## src/rtl/mips_loader_pkg.sv

```systemverilog
// ============================================================================
//  mips_loader_pkg : shared types and header-field constants for the loader
//  Revision 1.0
// ============================================================================
`default_nettype none

package mips_loader_pkg;

    typedef enum logic [2:0] {
        IDLE   = 3'd0,
        HEADER = 3'd1,
        BASE   = 3'd2,
        DATA   = 3'd3,
        DONE   = 3'd4,
        ERROR  = 3'd5
    } loader_state_t;

    localparam int   HDR_TARGET_BIT = 31;
    localparam int   HDR_COUNT_MSB  = 15;
    localparam int   HDR_COUNT_LSB  = 0;

    localparam logic TARGET_IMEM = 1'b0;
    localparam logic TARGET_DMEM = 1'b1;

endpackage

`default_nettype wire

```

## src/rtl/program_loader_mips.sv

```systemverilog
// ============================================================================
//  program_loader_mips : boot-time segment loader feeding the MIPS imem/dmem
//  write ports and holding the pipeline in reset until loading completes.
//  Revision 1.0
// ============================================================================
`default_nettype none

module program_loader_mips
    import mips_loader_pkg::*;
#(
    parameter int ADDRESS_WIDTH = 8,
    parameter int DATA_WIDTH    = 32
) (
    input  logic                     clock,
    input  logic                     resetMachine,
    input  logic                     start,
    input  logic                     in_valid,
    output logic                     in_ready,
    input  logic [DATA_WIDTH-1:0]    in_data,
    input  logic                     in_last,
    output logic                     imem_we,
    output logic [ADDRESS_WIDTH-1:0] imem_addr,
    output logic [DATA_WIDTH-1:0]    imem_wdata,
    output logic                     dmem_we,
    output logic [ADDRESS_WIDTH-1:0] dmem_addr,
    output logic [DATA_WIDTH-1:0]    dmem_wdata,
    output logic                     cpu_hold,
    output logic                     busy,
    output logic                     done,
    output logic                     error
);

    localparam int CNT_W = HDR_COUNT_MSB - HDR_COUNT_LSB + 1;
    localparam int SUM_W = ADDRESS_WIDTH + 17;

    loader_state_t            state;
    loader_state_t            state_next;
    logic [CNT_W-1:0]         remaining;
    logic [ADDRESS_WIDTH-1:0] wr_addr;
    logic                     target;
    logic                     err_flag;

    logic                     accept;
    logic [CNT_W-1:0]         hdr_count;
    logic [SUM_W-1:0]         seg_end;
    logic                     overflow;
    logic                     set_err;
    logic                     clr_err;
    logic                     load_hdr;
    logic                     load_base;
    logic                     write_word;

    assign accept    = in_valid & in_ready;
    assign hdr_count = in_data[HDR_COUNT_MSB:HDR_COUNT_LSB];

    // Segment end is checked without wrap so a segment cannot run off the top of memory
    assign seg_end   = SUM_W'(in_data[ADDRESS_WIDTH-1:0]) + SUM_W'(remaining);
    assign overflow  = seg_end > (SUM_W'(1) << ADDRESS_WIDTH);

    always_ff @(posedge clock or negedge resetMachine) begin
        if (!resetMachine) begin
            state <= IDLE;
        end else begin
            state <= state_next;
        end
    end

    always_comb begin
        state_next = state;
        set_err    = 1'b0;
        clr_err    = 1'b0;
        load_hdr   = 1'b0;
        load_base  = 1'b0;
        write_word = 1'b0;
        case (state)
            IDLE, DONE, ERROR: begin
                if (start) begin
                    state_next = HEADER;
                    clr_err    = 1'b1;
                end
            end
            HEADER: begin
                if (accept) begin
                    if (hdr_count == '0) begin
                        // Terminator without in_last still finishes, but flagged
                        state_next = DONE;
                        set_err    = ~in_last;
                    end else if (in_last) begin
                        state_next = ERROR;
                        set_err    = 1'b1;
                    end else begin
                        state_next = BASE;
                        load_hdr   = 1'b1;
                    end
                end
            end
            BASE: begin
                if (accept) begin
                    if (in_last || overflow) begin
                        state_next = ERROR;
                        set_err    = 1'b1;
                    end else begin
                        state_next = DATA;
                        load_base  = 1'b1;
                    end
                end
            end
            DATA: begin
                if (accept) begin
                    if (in_last) begin
                        state_next = ERROR;
                        set_err    = 1'b1;
                    end else begin
                        write_word = 1'b1;
                        if (remaining == CNT_W'(1)) begin
                            state_next = HEADER;
                        end
                    end
                end
            end
            default: state_next = IDLE;
        endcase
    end

    always_comb begin
        in_ready = (state == HEADER) || (state == BASE) || (state == DATA);
        busy     = in_ready;
        done     = (state == DONE);
        error    = err_flag;
        cpu_hold = ~((state == DONE) && !err_flag);
    end

    always_ff @(posedge clock or negedge resetMachine) begin
        if (!resetMachine) begin
            remaining  <= '0;
            wr_addr    <= '0;
            target     <= TARGET_IMEM;
            err_flag   <= 1'b0;
            imem_we    <= 1'b0;
            imem_addr  <= '0;
            imem_wdata <= '0;
            dmem_we    <= 1'b0;
            dmem_addr  <= '0;
            dmem_wdata <= '0;
        end else begin
            imem_we <= 1'b0;
            dmem_we <= 1'b0;

            if (clr_err) begin
                err_flag <= 1'b0;
            end else if (set_err) begin
                err_flag <= 1'b1;
            end

            if (load_hdr) begin
                remaining <= hdr_count;
                target    <= in_data[HDR_TARGET_BIT];
            end

            if (load_base) begin
                wr_addr <= in_data[ADDRESS_WIDTH-1:0];
            end

            // Only the selected port moves; the other keeps its last address/data
            if (write_word) begin
                wr_addr   <= wr_addr + ADDRESS_WIDTH'(1);
                remaining <= remaining - CNT_W'(1);
                if (target == TARGET_DMEM) begin
                    dmem_we    <= 1'b1;
                    dmem_addr  <= wr_addr;
                    dmem_wdata <= in_data;
                end else begin
                    imem_we    <= 1'b1;
                    imem_addr  <= wr_addr;
                    imem_wdata <= in_data;
                end
            end
        end
    end

endmodule

`default_nettype wire

```

## config.mk

```make
export PLATFORM = sky130hd
export DESIGN_NAME = program_loader_mips
export DESIGN_NICKNAME = d
export VERILOG_FILES = /design/src/rtl/mips_loader_pkg.sv /design/src/rtl/program_loader_mips.sv
export SDC_FILE = /design/constraint.sdc
export NUM_CORES = 1
export LEC_CHECK = 0
export BUFFER_PORTS_ARGS = -buffer_cell sky130_fd_sc_hd__buf_2
export CORE_MARGIN = 4
export CORE_UTILIZATION = 54
export CTS_CLUSTER_SIZE = 10
export DETAILED_ROUTE_END_ITERATION = 7
export GPL_ROUTABILITY_DRIVEN = 0
export PLACE_DENSITY = 0.8
export SYNTH_ARGS = -nofsm -noshare
export SYNTH_HDL_FRONTEND = slang
export SYNTH_SLANG_ARGS = --single-unit
```

## constraint.sdc

```tcl
create_clock -name clock -period 3 [get_ports clock]
set_input_delay 0.15 -clock clock [delete_from_list [all_inputs] [get_ports clock]]
set_output_delay 0.15 -clock clock [all_outputs]
set_load 0.01 [all_outputs]
```

==> flow_metrics.tcl <==
set metrics [dict create \
    vias 4404 \
    timing.clock.skew_ns 0.0102 \
    cts_tree "yes" \
    area_of_the_placeable_core_sq_um 9860 \
    power_leakage_nw 3.24 \
    critical_path_startpoint_category "register" \
    synth_fp_nets 543 \
    detailedPlacementHpwl_mm 10.1 \
    power_per_cell_area_nw_per_um2 906 \
    post-cts-setup-buffer-count 0 \
    start_util_pct 55.7 \
    synth.top_cells.by_count "111 x dfrtp_1, 71 x mux2_2, 36 x nand2_1, 36 x nor2_1, 24 x a21oi_1" \
    htreeDepth 3 \
    synth-adder-area-share_pct 3.32 \
    syn_to_final_growth_pct 19.3 \
    worst-endpoint-required_ns 3.24 \
    std_cell_rows 36 \
    die-area_sq_um 11900 \
    maxCapViolCount 0 \
    async_reset_ff_share_pct 100 \
    final-max-slew-violation-count 0 \
    run_status "complete, no violations" \
    ys.warnings.count 0 \
    number_of_failing_setup_endpoints_in_the_final_timing_report 0 \
    number_of_instances_in_the_synthesized_netlist 492 \
    drc 0 \
    setup_tns_ns 0 \
    drt_pass1_iterations 5 \
    first_pass_grt_wire_length_mm 22.5 \
    synth_largest_type_area_fraction_pct 50.5 \
    post-synth-top-count-cell "dfrtp_1" \
    finalCriticalPeriod_ns 2.76 \
    achievable-frequency_ghz 0.362 \
    finalWirelength_mm 13.7 \
    initial_antenna_violation_count 0 \
    syn_area_per_cell_sq_um 11.2 \
    mux_share_of_post_synthesis_cell_area_pct 16.5 \
    gr-total-overflow 0 \
    post_synth_xor_xnor_area_pct 0.637 \
    layout_setup_ws_ns 0.237 \
    die_width_um 109 \
    clock-root-buffer "clkbuf_8" \
    post_synthesis_cell_type_count 66 \
    setup.worst_path.class "reg2reg" \
    worst_ir_drop_vdd_uv 637 \
    ys_seq_elements 111 \
    grt_setup_unrepaired "no" \
    final_min_period_over_clock_period_pct 92.1 \
    timing.critical_path.to_type "register" \
    synth-compound-area-share_pct 12.7 \
    crit_path_max_fanout 4 \
    cts_sinks 111 \
    arrival_ns 3.01 \
    crit_slowest_cell "fa_1" \
    drt_first_iter_violations 296 \
    preCtsSetupSlack_ns 0.285 \
    syn-cell-area_sq_um 5500 \
    crit_path_start "remaining[0]" \
    report.final.hold_viol_count 0 \
    critical_path.endpoint "wr_addr[6]" \
    clkTransAtPathRegs_ns 0.10 \
    worst_hold_path_type "in2reg" \
    largest_family_of_logic_cells_by_synthesized_area "multiplexers" \
    clk-insertion-delay-late_ns 0.38 \
    drt-vias-per-instance 5.79 \
    antenna_left 0 \
    number_of_global_route_vias_before_repair 4494 \
    timing.hold.worst.start "in_data[31]" \
    post_route_cells_drive_above_1_share_pct 37.6 \
    yosys.area.top_type "dfrtp_1" \
    synth_edf_count 0 \
    num_antenna_cells 0 \
    port_buffer_cells 123 \
    timing.rr.end "wr_addr[6]" \
    rr_startpoint "remaining[0]" \
    synthSimpleGateAreaFrac_pct 13.2 \
    ctsLongestPathBuffers 2 \
    worst-slew-pin-transition_ns 0.688 \
    postCtsHoldBufs 7 \
    ff2ff_setup_slack_ns 0.24 \
    cp_slowest_stage_delay_ns 0.43 \
    cts-buffers-inserted 9 \
    nNetsFinal 673 \
    detail_route.wl_per_cell_um 18.0 \
    synth_ff_type "dfrtp_1" \
    grt_max_degree 63 \
    ordered_list_of_cells_on_the_worst_path "ha_1, fa_1, a21oi_2, o211ai_1, a21o_1, a31oi_1, o21a_1, nand4_1, o31ai_1, a2bb2oi_1" \
    synth-seq-area-share_pct 50.5 \
    synth.area.top_cells "dfrtp_1 51%, mux2_2 15%, ha_1 3.0%, nand2_1 2.5%, nor2_1 2.5%" \
    ctsResizeCount 0 \
    relSlewSlack_pct 54.1 \
    grt_util_all_layers_pct 24.3 \
    die_h_um 109 \
    worst_r2r_path_depth 10 \
    io_pins 124 \
]
-- routing by layer --
layer	global-route usage, %	vias up	wire length, um	share of wire (%)
met1	31.6	2167	5610	41
met4	6.67	0	146	1.1
li1	-	2050	-	-
met5	0	-	0	0
met3	6.39	14	1140	8.4
met2	40.2	173	6750	49
-- cell families after synthesis --
logic type / after synthesis
mux: 81
buf+inv: 38
fa+ha+maj: 14
xor+xnor: 4
flops: 111
compound gates: 101
simple gates: 143
-- report_power, final --
group / internal (W) / switching [W]
Sequential: 0.00204 / 0.000478
Clock: 0.000417 / 0.000512
Combinational: 0.00115 / 0.00134
-- area by class of cell --
cell class / instances / area [sq um]
Multi-Input combinational cell: 343 / 2560
Sequential cell: 111 / 2780
Timing Repair Buffer: 142 / 793
Inverter: 15 / 56.3
Clock inverter: 5 / 65.1
Fill cell: 750 / 3310
Clock buffer: 11 / 141
Tap cell: 133 / 166
-- registers in the layout, indices dropped and copies added, names as in the netlist --
signal      cells
error           1
imem_wdata     32
imem_we         1
dmem_wdata     32
dmem_addr       8
imem_addr       8
target          1
wr_addr         8
dmem_we         1
state           3
remaining      16
-- worst min path at each step --
stage                          end  slack [ns]  depth (start not counted)
finish                      target        0.01                          3
global route        dmem_wdata[29]      0.0003                          2
CTS                         target     0.00007                          3
detailed placement   remaining[14]        0.23                          1
global placement     remaining[13]        0.22                          1
floorplan             dmem_addr[0]       -0.15                          0
-- per-stage QoR --
stage | power (W) | cells | hold slack [ns] | area (sq um) | util [%]
after floorplan | 0.00409 | 492 | -0.146 | 5500 | -
after global placement | 0.00486 | 736 | 0.218 | 6270 | 63.6
after CTS | 0.00595 | 759 | 0.0000738 | 6550 | 66.4
after global routing | 0.00637 | 760 | 0.000314 | 6560 | 66.5
final | 0.00594 | 760 | 0.0112 | 6560 | 66.5
after detailed placement | 0.00501 | 736 | 0.228 | 6270 | 63.6
-- cell usage in the layout (no fill, tap or decap), types with 3 or more instances in the layout --
| cell type | Yosys | layout |
|---|---|---|
| dlygate4sd3_1 | 0 | 8 |
| o2bb2ai_1 | 4 | 4 |
| a22oi_1 | 3 | 3 |
| mux2i_1 | 3 | 3 |
| nand3_1 | 16 | 16 |
| nor3_1 | 10 | 10 |
| or3_1 | 5 | 5 |
| o22ai_1 | 3 | 3 |
| o21ai_1 | 6 | 6 |
| a31oi_1 | 4 | 4 |
| buf_4 | 2 | 11 |
| a21oi_1 | 24 | 24 |
| inv_1 | 15 | 15 |
| nand2b_1 | 4 | 4 |
| clkbuf_8 | 0 | 10 |
| dfrtp_1 | 111 | 111 |
| ha_1 | 13 | 13 |
| o21ai_0 | 21 | 21 |
| nand2_1 | 36 | 35 |
| nor2_1 | 36 | 35 |
| a2bb2oi_1 | 3 | 3 |
| a221o_1 | 3 | 3 |
| buf_2 | 12 | 122 |
| mux2_1 | 7 | 7 |
| o31ai_1 | 4 | 4 |
| and3_1 | 6 | 6 |
| nor2b_1 | 4 | 4 |
| nor4_1 | 7 | 7 |
| mux2_2 | 71 | 71 |
| nand4_1 | 5 | 5 |
-- worst max-delay path: cells and delay by family (launching register included) --
kind / cells / cell delay [ns]
compound gates: 7 / 1.39
flops: 1 / 0.42
simple gates: 1 / 0.19
fa+ha+maj: 2 / 0.65
No activity file was read; power rests on OpenSTA's default activity.
